$ cat config.mk
export PLATFORM = sky130hd
export DESIGN_NAME = lives_manager
export DESIGN_NICKNAME = d
export VERILOG_FILES = /design/src/rtl/lives_manager_pkg.sv /design/src/rtl/lives_manager_tick_timer.sv /design/src/rtl/lives_manager.sv
export SDC_FILE = /design/constraint.sdc
export NUM_CORES = 1
export LEC_CHECK = 0
export CORE_AREA = 2 2 62 59
export CTS_BUF_LIST = sky130_fd_sc_hd__clkbuf_2 sky130_fd_sc_hd__clkbuf_4 sky130_fd_sc_hd__clkbuf_8
export CTS_CLUSTER_DIAMETER = 30
export DETAILED_ROUTE_END_ITERATION = 12
export DIE_AREA = 0 0 64 61
export DONT_BUFFER_PORTS = 1
export PLACE_DENSITY = 0.68
export SETUP_SLACK_MARGIN = 0.3
export SLEW_MARGIN = 5
export SYNTH_ARGS = -nofsm -noshare
export SYNTH_HDL_FRONTEND = slang
export SYNTH_HIERARCHICAL = 1
export SYNTH_SLANG_ARGS = --single-unit
export TNS_END_PERCENT = 30
$ cat constraint.sdc
create_clock -name i_clk -period 8.5 [get_ports i_clk]
set_input_delay 0.425 -clock i_clk [delete_from_list [all_inputs] [get_ports i_clk]]
set_output_delay 0.425 -clock i_clk [all_outputs]
set_load 0.03 [all_outputs]
$ cat src/rtl/lives_manager_pkg.sv
// lives_manager_pkg: shared game-state types and default life/score constants.
// Used by lives_manager, the HUD renderer and the game-control FSM.
// No ports; types, constants and a width helper only.
package lives_manager_pkg;

  typedef enum logic [1:0] {
    LS_PLAY      = 2'd0,
    LS_DYING     = 2'd1,
    LS_INVULN    = 2'd2,
    LS_GAME_OVER = 2'd3
  } life_state_t;

  localparam int DEF_START_LIVES = 3;
  localparam int DEF_MAX_LIVES   = 5;
  localparam int DEF_BONUS_SCORE = 10000;

  // Counter width able to hold the larger of two tick limits.
  function automatic int timer_width(input int a, input int b);
    int m;
    m = (a > b) ? a : b;
    return $clog2(m + 1);
  endfunction

endpackage

$ cat src/rtl/lives_manager_tick_timer.sv
// tick_timer: counts tick strobes up to a runtime limit; o_done marks the final tick.
// Ports: i_clk, i_reset (sync, high), i_clear (zero the count), i_tick, i_limit;
//        o_done is high in the cycle whose tick completes the limit.
module tick_timer #(
  parameter int CNT_W = 8
) (
  input  logic             i_clk,
  input  logic             i_reset,
  input  logic             i_clear,
  input  logic             i_tick,
  input  logic [CNT_W-1:0] i_limit,
  output logic             o_done
);

  logic [CNT_W-1:0] r_count;

  // Combinational so the owner can change state on the very edge that
  // samples the last tick.
  assign o_done = i_tick && (r_count == i_limit - CNT_W'(1));

  always_ff @(posedge i_clk) begin
    if (i_reset || i_clear) begin
      r_count <= '0;
    end else if (i_tick && !o_done) begin
      r_count <= r_count + CNT_W'(1);
    end
  end

endmodule

$ cat src/rtl/lives_manager.sv
// lives_manager: lives count, lethal/edible collision edges, death and
// invulnerability sequencing, one-shot score bonus, sticky game-over.
// Ports: i_clk, i_reset (sync, high), i_tick, i_collide, i_frightened, i_score;
//        o_lives_out, o_dying, o_respawn, o_invuln, o_ghost_eaten, o_lost, o_bonus_done.
module lives_manager
  import lives_manager_pkg::*;
#(
  parameter int LIVES_W      = 4,
  parameter int START_LIVES  = DEF_START_LIVES,
  parameter int MAX_LIVES    = DEF_MAX_LIVES,
  parameter int NUM_GHOSTS   = 4,
  parameter int SCORE_W      = 16,
  parameter int BONUS_SCORE  = DEF_BONUS_SCORE,
  parameter int DEATH_TICKS  = 90,
  parameter int INVULN_TICKS = 120
) (
  input  logic                  i_clk,
  input  logic                  i_reset,
  input  logic                  i_tick,
  input  logic [NUM_GHOSTS-1:0] i_collide,
  input  logic [NUM_GHOSTS-1:0] i_frightened,
  input  logic [SCORE_W-1:0]    i_score,
  output logic [LIVES_W-1:0]    o_lives_out,
  output logic                  o_dying,
  output logic                  o_respawn,
  output logic                  o_invuln,
  output logic [NUM_GHOSTS-1:0] o_ghost_eaten,
  output logic                  o_lost,
  output logic                  o_bonus_done
);

  localparam int CNT_W = timer_width(DEATH_TICKS, INVULN_TICKS);

  if (START_LIVES < 1 || START_LIVES > MAX_LIVES || MAX_LIVES >= (1 << LIVES_W)) begin : g_bad_params
    $error("lives_manager: need 1 <= START_LIVES <= MAX_LIVES < 2**LIVES_W");
  end

  life_state_t           r_state, w_state_nxt;
  logic [LIVES_W-1:0]    r_lives, w_lives_nxt;
  logic                  r_lethal_q;
  logic [NUM_GHOSTS-1:0] r_eat_q;
  logic                  r_bonus_done;
  logic                  r_dying, r_respawn, r_invuln, r_lost;
  logic [NUM_GHOSTS-1:0] r_ghost_eaten;

  logic                  w_lethal, w_death, w_bonus;
  logic [NUM_GHOSTS-1:0] w_eat_now, w_eat_edge;
  logic                  w_timer_clear, w_timer_done, w_respawn_nxt;
  logic [CNT_W-1:0]      w_limit;

  // Edge detection: a collision held across states never retriggers.
  assign w_lethal   = |(i_collide & ~i_frightened);
  assign w_eat_now  = i_collide & i_frightened;
  assign w_eat_edge = w_eat_now & ~r_eat_q;
  assign w_death    = (r_state == LS_PLAY) && w_lethal && !r_lethal_q;
  assign w_bonus    = !r_bonus_done && (i_score >= SCORE_W'(BONUS_SCORE))
                      && (r_state != LS_GAME_OVER);
  assign w_limit    = (r_state == LS_DYING) ? CNT_W'(DEATH_TICKS) : CNT_W'(INVULN_TICKS);

  tick_timer #(.CNT_W(CNT_W)) u_timer (
    .i_clk   (i_clk),
    .i_reset (i_reset),
    .i_clear (w_timer_clear),
    .i_tick  (i_tick),
    .i_limit (w_limit),
    .o_done  (w_timer_done)
  );

  always_comb begin
    w_state_nxt   = r_state;
    w_respawn_nxt = 1'b0;
    w_timer_clear = 1'b0;
    case (r_state)
      LS_PLAY: begin
        // Held at zero so DYING starts counting from its first cycle.
        w_timer_clear = 1'b1;
        if (w_death) w_state_nxt = LS_DYING;
      end
      LS_DYING: begin
        if (w_timer_done) begin
          w_timer_clear = 1'b1;
          if (r_lives == '0) begin
            w_state_nxt = LS_GAME_OVER;
          end else begin
            w_state_nxt   = LS_INVULN;
            w_respawn_nxt = 1'b1;
          end
        end
      end
      LS_INVULN: begin
        if (w_timer_done) begin
          w_timer_clear = 1'b1;
          w_state_nxt   = LS_PLAY;
        end
      end
      LS_GAME_OVER: w_timer_clear = 1'b1;
      default: begin
        w_timer_clear = 1'b1;
        w_state_nxt   = LS_PLAY;
      end
    endcase
  end

  // Death and bonus in the same cycle cancel out.
  always_comb begin
    w_lives_nxt = r_lives;
    if (w_state_nxt == LS_GAME_OVER) begin
      w_lives_nxt = '0;
    end else if (w_death && !w_bonus) begin
      w_lives_nxt = r_lives - LIVES_W'(1);
    end else if (w_bonus && !w_death && (r_lives != LIVES_W'(MAX_LIVES))) begin
      w_lives_nxt = r_lives + LIVES_W'(1);
    end
  end

  always_ff @(posedge i_clk) begin
    if (i_reset) begin
      r_state       <= LS_PLAY;
      r_lives       <= LIVES_W'(START_LIVES);
      r_lethal_q    <= 1'b0;
      r_eat_q       <= '0;
      r_bonus_done  <= 1'b0;
      r_dying       <= 1'b0;
      r_respawn     <= 1'b0;
      r_invuln      <= 1'b0;
      r_lost        <= 1'b0;
      r_ghost_eaten <= '0;
    end else begin
      r_state       <= w_state_nxt;
      r_lives       <= w_lives_nxt;
      r_lethal_q    <= w_lethal;
      r_eat_q       <= w_eat_now;
      r_bonus_done  <= r_bonus_done | w_bonus;
      r_dying       <= (w_state_nxt == LS_DYING);
      r_respawn     <= w_respawn_nxt;
      r_invuln      <= (w_state_nxt == LS_INVULN);
      r_lost        <= (w_state_nxt == LS_GAME_OVER);
      r_ghost_eaten <= ((r_state == LS_PLAY) || (r_state == LS_INVULN)) ? w_eat_edge : '0;
    end
  end

  assign o_lives_out   = r_lives;
  assign o_dying       = r_dying;
  assign o_respawn     = r_respawn;
  assign o_invuln      = r_invuln;
  assign o_lost        = r_lost;
  assign o_ghost_eaten = r_ghost_eaten;
  assign o_bonus_done  = r_bonus_done;

endmodule

* After elaboration in Yosys (flattened, before gate mapping) *
Index checks and enable logic that the tools add are counted.

storage, ports and cells
  flip-flop bits (word level) = 27
  bits of input ports = 27
  word-level logic and storage cells = 73

cells by class
  add/sub/neg operators = 4
  magnitude comparators = 1
  equality and inequality tests = 9
  multiplexer cells = 12
  bitwise operators = 9
  reductions and logical operators = 26

operators by type and width
  operator                                                count
  >= comparator 16 x 14 -> 1 bit (second input constant)  1
  AND 4 bit                                               3
  logical AND 1 bit                                       9
  == test 2 bit (second input constant)                   4
  2-to-1 mux 2 bit                                        4
  2-to-1 mux 4 bit                                        2
  inverter 4 bit                                          2
  OR reduction 2 bit                                      4
  adder 7 x 1 -> 7 bit (second input constant)            1
  == test 7 bit                                           1
  subtractor 7 x 1 -> 7 bit (second input constant)       1
  2-to-1 mux 6 bit                                        1
  one-hot mux 2 bit (3 select lines)                      1
  zero test 1 bit                                         5
  adder 4 x 1 -> 4 bit (second input constant)            1
  == test 2 x 1 -> 1 bit (second input constant)          2
  zero test 4 bit                                         1
  != test 4 x 3 -> 1 bit (second input constant)          1
  OR reduction 4 bit                                      1
  subtractor 4 x 1 -> 4 bit (second input constant)       1
  2-to-1 mux 1 bit                                        3
  inverter 1 bit                                          3
  nonzero test 3 bit                                      1
  OR reduction 3 bit                                      1
  other kinds (6)                                         7

* Logic depth before layout (Yosys ltp) *
Gate-level depths: netlist of the first run.

  depth after elaboration = 11
  gate-level depth with buffers = 15
  depth with buffers taken out = 13

* Cells and area by module *
The synthesis of the first run kept the hierarchy.

by module, submodules not included
  module         instances  cells each  area each (um^2)
  lives_manager  1          106         1,027.2
  tick_timer     1          98          694.4

* Least setup slack after synthesis of the first run *
Ideal clock, no wire load.

  kind = reg2reg
  from = register r_state[1]
  to = register r_lives[3], in the netlist o_lives_out[3]
  library setup time = 72 ps
  arrival = 3,098 ps
  required time = 8,428 ps
  setup slack = 5,330 ps
  stages on the path, launching flop included = 15
  cell sequence = dfxtp_1 inv_1 ha_1 inv_1 ha_1 xor2_1 xnor2_1 nand4_1 clkbuf_1 nor4_1 o21bai_1 a21oi_1 o31ai_4 or3b_1 mux2i_1

between the ends
  longest elaborated chain between the ends = 9
  elaborated cells on any way between the ends = 24
  those cells by class = 1 x add/sub; 5 x eq/ne; 6 x mux; 12 x reduce/logical

RTL lines
  element                               line                                      source
  start, declared                       lives_manager.sv:38                       life_state_t r_state, w_state_nxt;
  start signal, assigned                lives_manager.sv:129                      r_state <= w_state_nxt;
  == test 2 x 1 -> 1 bit *              lives_manager.sv:58                       assign w_limit = (r_state == LS_DYING) ? CNT_W'(DEATH_TICKS) : CNT_W'(INVULN_TICKS);
  2-to-1 mux 6 bit *                    lives_manager.sv:58
  net w_limit[1]                        lives_manager.sv:49                       logic [CNT_W-1:0] w_limit;
  subtractor 7 x 1 -> 7 bit *           lives_manager_tick_timer.sv:19            assign o_done = i_tick && (r_count == i_limit - CNT_W'(1));
  == test 7 bit *                       lives_manager_tick_timer.sv:19
  logical AND 1 bit *                   lives_manager_tick_timer.sv:19
  net w_timer_done                      lives_manager.sv:48                       logic w_timer_clear, w_timer_done, w_respawn_nxt;
  2-to-1 mux 2 bit (on tied branches)   lives_manager.sv:91, lives_manager.sv:80
  one-hot mux 2 bit (3 select lines) *  lives_manager.sv:73                       case (r_state)
  == test 2 bit *                       lives_manager.sv:107                      if (w_state_nxt == LS_GAME_OVER) begin
  OR reduction 2 bit (no line) *        -
  end signal, assigned                  lives_manager.sv:119                      r_lives <= LIVES_W'(START_LIVES);
  end signal, assigned                  lives_manager.sv:130                      r_lives <= w_lives_nxt;
  end, declared                         lives_manager.sv:39                       logic [LIVES_W-1:0] r_lives, w_lives_nxt;

Mark *: on every way through the listed nets, which the timed path passes. The rest lies on a longest branch.
A chain may end at the register's enable or synchronous reset.

* Final worst setup path of the first run *
Ends and elaborated chain as after synthesis.

==> results.md, run 1 <==
* Chip height at 61 um
* Setup WS pre-CTS at 4590 ps
* Starting Density at 53.3%
* Largest net degree at the start of global routing at 24
* Leak at 0.704 nW
* Final Cycle Share at 46.3%
* Fin Setup TNS at 0 ps
* CTS resizes at 0
* Async set-reset flop share out of synthesis at 0%
* Hold-fix buffers, CTS at 0
* Logic pwr share at 23.8%
* Nets at 251
* Sequential Power Share at 55.5%
* WL final at 3690 um
* CP Capture Type: flop
* IO buf count at 0
* Initial DRC count at 71
* Max Cap Viol at 0
* Outcome: finished, final reports clean
* Ys Warns at 6
* TritonCTS Sinks at 27
* Top cell type's share of synthesized area at 31.4%
* Initial DRT Pass Iterations at 4
* Clk_skew at 1.21 ps
* Antenna Nets Post-Route at 0
* Gpl congestion at 0.790
* Sw frac at 35.1%
* Postcts setup bufs at 0
* Worst-Margin Slew at 872 ps
* Synthesized area at 1720 sq um
* # diodes at 0
* CP arrival at 4200 ps
* Sw Pwr at 0.000101 W
* Non-filler cells, final at 258
* GR Overflow Total at 0
* Die W at 64 um
* Dpl cells at 254
* CTS tree: done
* # IOs at 40
* Peak VDD IR at 0.0000858 V
* Die area at 3900 sq um
* Min Tclk post-route at 3940 ps
* Final instance area at 1810 sq um
* Vias in the first global route at 1406
* Clk_lat worst skew at 320 ps
* Worst hold slack at 151 ps
* Cell Rows at 20
* Slack of the critical path at 4560 ps
* Routed vias/inst at 5.75
* RSZ-0062 raised after global routing: no
* CTS Buf Count at 3
* CTS Buffer Depth at 2
* Hpwl dp at 2790 um
* Core region area at 3230 sq um
* GRT Util Overall at 19.4%
* Crit path max fanout at 15
* Initial antenna violation count at 0
* Crit start category: flop
* Main flop type after synthesis: dfxtp_1
* DRC at 0
* Pint at 0.000187 W
* Syn_area_per_cell at 8.44 sq um
* Post-synth top area cell: dfxtp_1
* Via count at 1484
* Syn-to-layout area delta at 5.16%
* Worst Hold Class: primary input to flop
* Number of library cell types mapped by synthesis at 48
* Final Max Slew Viols at 0
* Sequential share of the synthesized area at 31.4%
* Clock share of power at 20.7%
* Critical path class: flop to flop
* Slew margin rel. at 41.6%
* Clk slew on worst S/H paths at 150 ps
* Filler cell count at 309
* Share of post-route cells with drive strength above 1 at 7.48%
* First-pass GRT wire length at 5990 um
* H-tree depth at 1
* Clk root buf: clkbuf_4
* Post-Synthesis Cells at 204
* CP required at 8760 ps
* EDFF count, synth at 0
* Hold Violations, Final at 0
* Area contributors post-synth: dfxtp_1 31%, ha_1 5.8%, nand2_1 3.9%, nor4_1 3.6%, nor2_1 3.3%
* Final setup vio count at 0
* DP Area at 1780 sq um
* Avg WL per Cell at 14.3 um
* FMAX at 0.254 GHz
* Pwr dens at 159 nW/um^2
* Synth Register Bits at 27
-- worst paths after layout --
path                            startpoint          endpoint  cells past startpoint  slack [ps]
worst max-delay path            r_state[1]    o_lives_out[3]                     13        4560
worst min-delay path               i_reset      o_bonus_done                      1         150
worst max register to register  r_state[1]    o_lives_out[3]                     13        4560
worst min register to register  r_eat_q[3]  o_ghost_eaten[3]                      1         400
-- worst max-delay path: stages (launching register included) --
cell and delay [ps]:
dfxtp_1 360, inv_1 100, ha_1 350, inv_1 80, ha_1 210, xor2_1 160
xnor2_1 140, nand4_1 410, nor4_1 800, o21bai_1 210, a21oi_1 160, o31ai_4 380
or3b_1 380, mux2i_1 140
-- cell usage after synthesis (7+ instances only) --
master   number
nand4_1       7
or4_1         7
nand2_1      18
a21oi_1       7
dfxtp_1      27
inv_1         9
ha_1          8
nor4_1       10
nand3_1       8
o21ai_0      11
nor2_1       15
nor3_1        8
-- placed cells by master, fill, tap and decap left out, types with 2 or more instances in the layout --
cell / instances
nor3_1: 8
or4_1: 7
o21ai_0: 11
mux2i_1: 2
dfxtp_1: 27
nand3_1: 8
nor2_1: 15
nand2b_1: 6
conb_1: 16
xnor2_1: 6
inv_1: 9
nand2_1: 18
xor2_1: 5
nor3b_2: 2
nor4_1: 10
and4_1: 2
a21oi_1: 7
ha_1: 8
and3_1: 4
o211ai_1: 2
nand4_1: 7
a211oi_1: 2
or3b_1: 2
or2_2: 2
clkbuf_4: 4
a41oi_1: 2
or3_1: 2
-- through the flow --
step           total power, W  utilization (%)
6_report             0.000289             56.1
5_1_grt              0.000305             56.1
4_1_cts              0.000291             56.1
3_5_place_dp         0.000231             55.2
3_3_place_gp         0.000225             55.2
2_1_floorplan        0.000220                -
-- cells by family (layout without fill, tap and decap cells) --
family	count (synthesis)	count (layout)	share of synthesized area, %
AND/OR/NAND/NOR	99	99	33.4
AO/OA/AOI/OAI	36	36	15.8
flip-flops	27	27	31.4
buffers and inverters	18	14	5.23
XOR/XNOR	11	11	5.60
adder cells (fa/ha/maj)	9	9	6.98
other	2	16	0.436
multiplexers	2	2	1.16
-- layer usage --
metal	vias up	GRT usage, %	part of all wire (%)
met5	-	0	0
met3	6	3.15	4.1
met1	694	23.4	43
met2	35	35.0	51
met4	0	8.39	1.7
li1	749	-	-
-- sequential cells by signal, indices dropped and copies added, names as in the netlist --
register / cells
r_eat_q: 4
o_ghost_eaten: 4
u_timer/r_count: 7
o_lost: 1
o_bonus_done: 1
o_respawn: 1
o_dying: 1
r_lethal_q: 1
o_invuln: 1
o_lives_out: 4
r_state: 2
-- final cells by class --
type | instances | area, sq um | area share (%)
multi-input cells | 173 | 1140 | 63.2
inverters | 9 | 33.8 | 1.87
well taps | 44 | 55.1 | 3.04
clock buffers | 4 | 30.0 | 1.66
repair buffers | 1 | 7.51 | 0.415
flip-flops and latches | 27 | 541 | 29.9
-- power groups by stage --
stage | clock [W] | sequential, W | combinational [W]
after floorplan | 0 | 0.000160 | 0.0000608
after global placement | 0 | 0.000162 | 0.0000630
after detailed placement | 0 | 0.000163 | 0.0000682
after CTS | 0.0000618 | 0.000161 | 0.0000685
after global routing | 0.0000665 | 0.000163 | 0.0000761
final | 0.0000598 | 0.000160 | 0.0000686
Note: power is estimated with default switching activity, not from simulation.
==> inputs of run 2 (changes only) <==
ABC_AREA = 1   (was not set)
CORE_AREA = 2 2 61 57   (was 2 2 62 59)
DIE_AREA = 0 0 63 59   (was 0 0 64 61)
PLACE_DENSITY = 0.71   (was 0.68)
clock period = 3.25 ns   (was 8.5 ns; I/O delays follow)
==> run 2 against run 1 <==
- synthesized cell count increased by 20%
- sequential cell count unchanged
- clock power increased by 150%
- die area decreased by 4.8%
- via count decreased by 3.2%
- largest cell class unchanged
- largest power group unchanged
==> results.md, run 2 <==
* Starting Density at 54.0%
* Sw Pwr at 0.000283 W
* Nets at 312
* Largest net degree at the start of global routing at 16
* Worst Hold Path Cells at 3
* Clock share of power at 19.3%
* Post-Synthesis Cells at 245
* CTS Buffer Depth at 2
* TritonCTS Sinks at 27
* Max reg flops at 7
* Min Tclk post-route at 2570 ps
* Async set-reset flop share out of synthesis at 0%
* Sw frac at 36.9%
* Sequential share of the synthesized area at 33.2%
* Initial DRC count at 44
* Fin Setup TNS at 0 ps
* # diodes at 0
* Final Cycle Share at 79.2%
* Reg with most FFs: u_timer/r_count
* GRT Util Overall at 18.3%
* Crit start category: flop
* Main flop type after synthesis: dfxtp_1
* Syn-to-layout area delta at 15.9%
* Synthesized area at 1630 sq um
* EDFF count, synth at 0
* Initial DRT Pass Iterations at 4
* Chip height at 59 um
* WP buf/inv at 5
* # IOs at 40
* Sequential Power Share at 54.6%
* Worst reg-to-reg path cell count at 23
* DRC at 0
* RSZ-0062 raised after global routing: no
* Number of library cell types mapped by synthesis at 25
* Cell depth of the worst setup path at 23
* Logic pwr share at 26.1%
* Dpl cells at 300
* Slowest-stage cell, CP: dfxtp_2
* Routed vias/inst at 4.53
* Power consumption at 0.000768 W
* Clk_lat worst skew at 330 ps
* Gpl congestion at 0.803
* CP arrival at 2810 ps
* Clk root buf: clkbuf_4
* Share of post-route cells with drive strength above 1 at 7.64%
* H-tree depth at 1
* Die W at 63 um
* Worst Hold Class: primary input to flop
* First-pass GRT wire length at 5380 um
* Critical path class: flop to flop
* Commonest non-fill, non-tap cell in the layout: nand2_1
* Via count at 1436
* Pwr dens at 406 nW/um^2
* Initial antenna violation count at 0
* CTS tree: done
* CP required at 3490 ps
* Crit path max fanout at 10
* Clk slew on worst S/H paths at 150 ps
* Avg WL per Cell at 9.87 um
* Final instance area at 1890 sq um
* Post-synth top area cell: dfxtp_1
* Clk_skew at 2.57 ps
* Peak VDD IR at 0.000289 V
* DP Area at 1730 sq um
* Setup WS pre-CTS at 600 ps
* FMAX at 0.389 GHz
* Crit-path cells: inv_1, ha_1, inv_1, ha_1, inv_1, nand2_1, nand2_1, nand2_1, nand2_1, inv_1, nand3_1, nor2_2, nand2_4, nor2_2, nand2_1, inv_1, nand2_1, nand2_1, nand2_1, nand2_2, nand2_1, nand3_1, nand2_1
* Core region area at 3020 sq um
* Max Cap Viol at 0
* Vias in the first global route at 1261
* Most common cell on crit path: nand2_1
* Postcts setup bufs at 0
* IO buf count at 0
* Outcome: finished, final reports clean
* Hpwl dp at 2370 um
* Commonest non-fill, non-tap cells in the layout: 62 x nand2_1, 41 x inv_1, 26 x dfxtp_1
* Non-filler cells, final at 317
* Slack of the critical path at 676 ps
* GR Overflow Total at 0
* Die area at 3720 sq um
* CTS Buf Count at 3
* Area contributors post-synth: dfxtp_1 33%, nand2_1 14%, inv_1 9.4%, nand3_1 6.8%, ha_1 6.1%
* Cell Rows at 19
* Top cell type's share of synthesized area at 33.2%
* Worst-Margin Slew at 576 ps
* Hold Violations, Final at 0
* Crit-path max cell delay at 380 ps
* CP Capture Type: flop
* Syn_area_per_cell at 6.65 sq um
* Final Max Slew Viols at 0
* WL final at 3130 um
* Antenna Nets Post-Route at 0
* Leak at 0.930 nW
* Synth Register Bits at 27
* Ys Warns at 6
* Pint at 0.000485 W
* Largest delay share family, worst path: simple AND/OR/NAND/NOR gates
* Final setup vio count at 0
* Slew margin rel. at 61.2%
* Most numerous cell in the Yosys netlist: nand2_1
* Top cells by count, synth: 62 x nand2_1, 41 x inv_1, 27 x dfxtp_1
-- run 2: layer usage --
layer / global-route usage (%) / vias to the layer above / wire [um]
met1: 24.6 / 590 / 1580
met3: 3.23 / 5 / 160
li1: - / 806 / -
met4: 4.76 / 0 / 30
met5: 0 / - / 0
met2: 30.7 / 35 / 1360
-- run 2: what timing repair did --
action / in CTS / in global routing
gates resized for setup: 0 / 2
hold buffers: 13 / 0
setup endpoints to repair: 0 / 5
endpoints found under the hold margin: 25 / 0
-- run 2: cell families (layout without fill, tap and decap cells) --
| group | Yosys count | in the layout | synth area share (%) |
|---|---|---|---|
| adder cells (fa/ha/maj) | 9 | 9 | 7.37 |
| XOR/XNOR | 9 | 9 | 4.84 |
| AO/OA/AOI/OAI | 17 | 17 | 5.68 |
| buffers and inverters | 43 | 58 | 10.1 |
| AND/OR/NAND/NOR | 138 | 138 | 38.4 |
| flip-flops | 27 | 27 | 33.2 |
| other | 2 | 17 | 0.461 |
-- run 2: worst reg2reg max path, cell delays in order, from the launching register on --
cell and delay [ps]:
dfxtp_2 380, inv_1 60, ha_1 240, inv_1 80, ha_1 220, inv_1 50
nand2_1 90, nand2_1 50, nand2_1 50, nand2_1 40, inv_1 40, nand3_1 80
nor2_2 130, nand2_4 120, nor2_2 170, nand2_1 90, inv_1 60, nand2_1 50
nand2_1 70, nand2_1 60, nand2_2 90, nand2_1 120, nand3_1 110, nand2_1 50
-- run 2: final timing paths --
path	slack, ps	end	startpoint
setup / recovery	680	o_lives_out[0]	r_state[1]
setup reg to reg	680	o_lives_out[0]	r_state[1]
hold / removal	20	u_timer/r_count[6]	i_tick
hold reg to reg	410	o_ghost_eaten[1]	r_eat_q[1]
-- run 2: stage by stage --
step | hold WS (ps) | util [%]
floorplan | 241 | -
global route | 3.17 | 62.6
finish | 18.0 | 62.6
CTS | 3.22 | 62.5
detailed placement | 238 | 57.2
global placement | 236 | 57.2
-- run 2: final cells by class --
class | instances | area [sq um]
fill | 274 | 1130
sequential | 27 | 542
clock inverter | 1 | 5.00
multi-input combinational | 190 | 983
clock buffer | 3 | 22.5
timing repair buffer | 13 | 130
inverter | 41 | 154
tap | 42 | 52.6
-- run 2: power groups by stage --
stage | sequential, W | clock (W) | combinational [W]
floorplan | 0.000420 | 0 | 0.000159
global placement | 0.000425 | 0 | 0.000178
detailed placement | 0.000427 | 0 | 0.000183
CTS | 0.000420 | 0.000158 | 0.000200
global route | 0.000424 | 0.000168 | 0.000233
finish | 0.000419 | 0.000149 | 0.000200
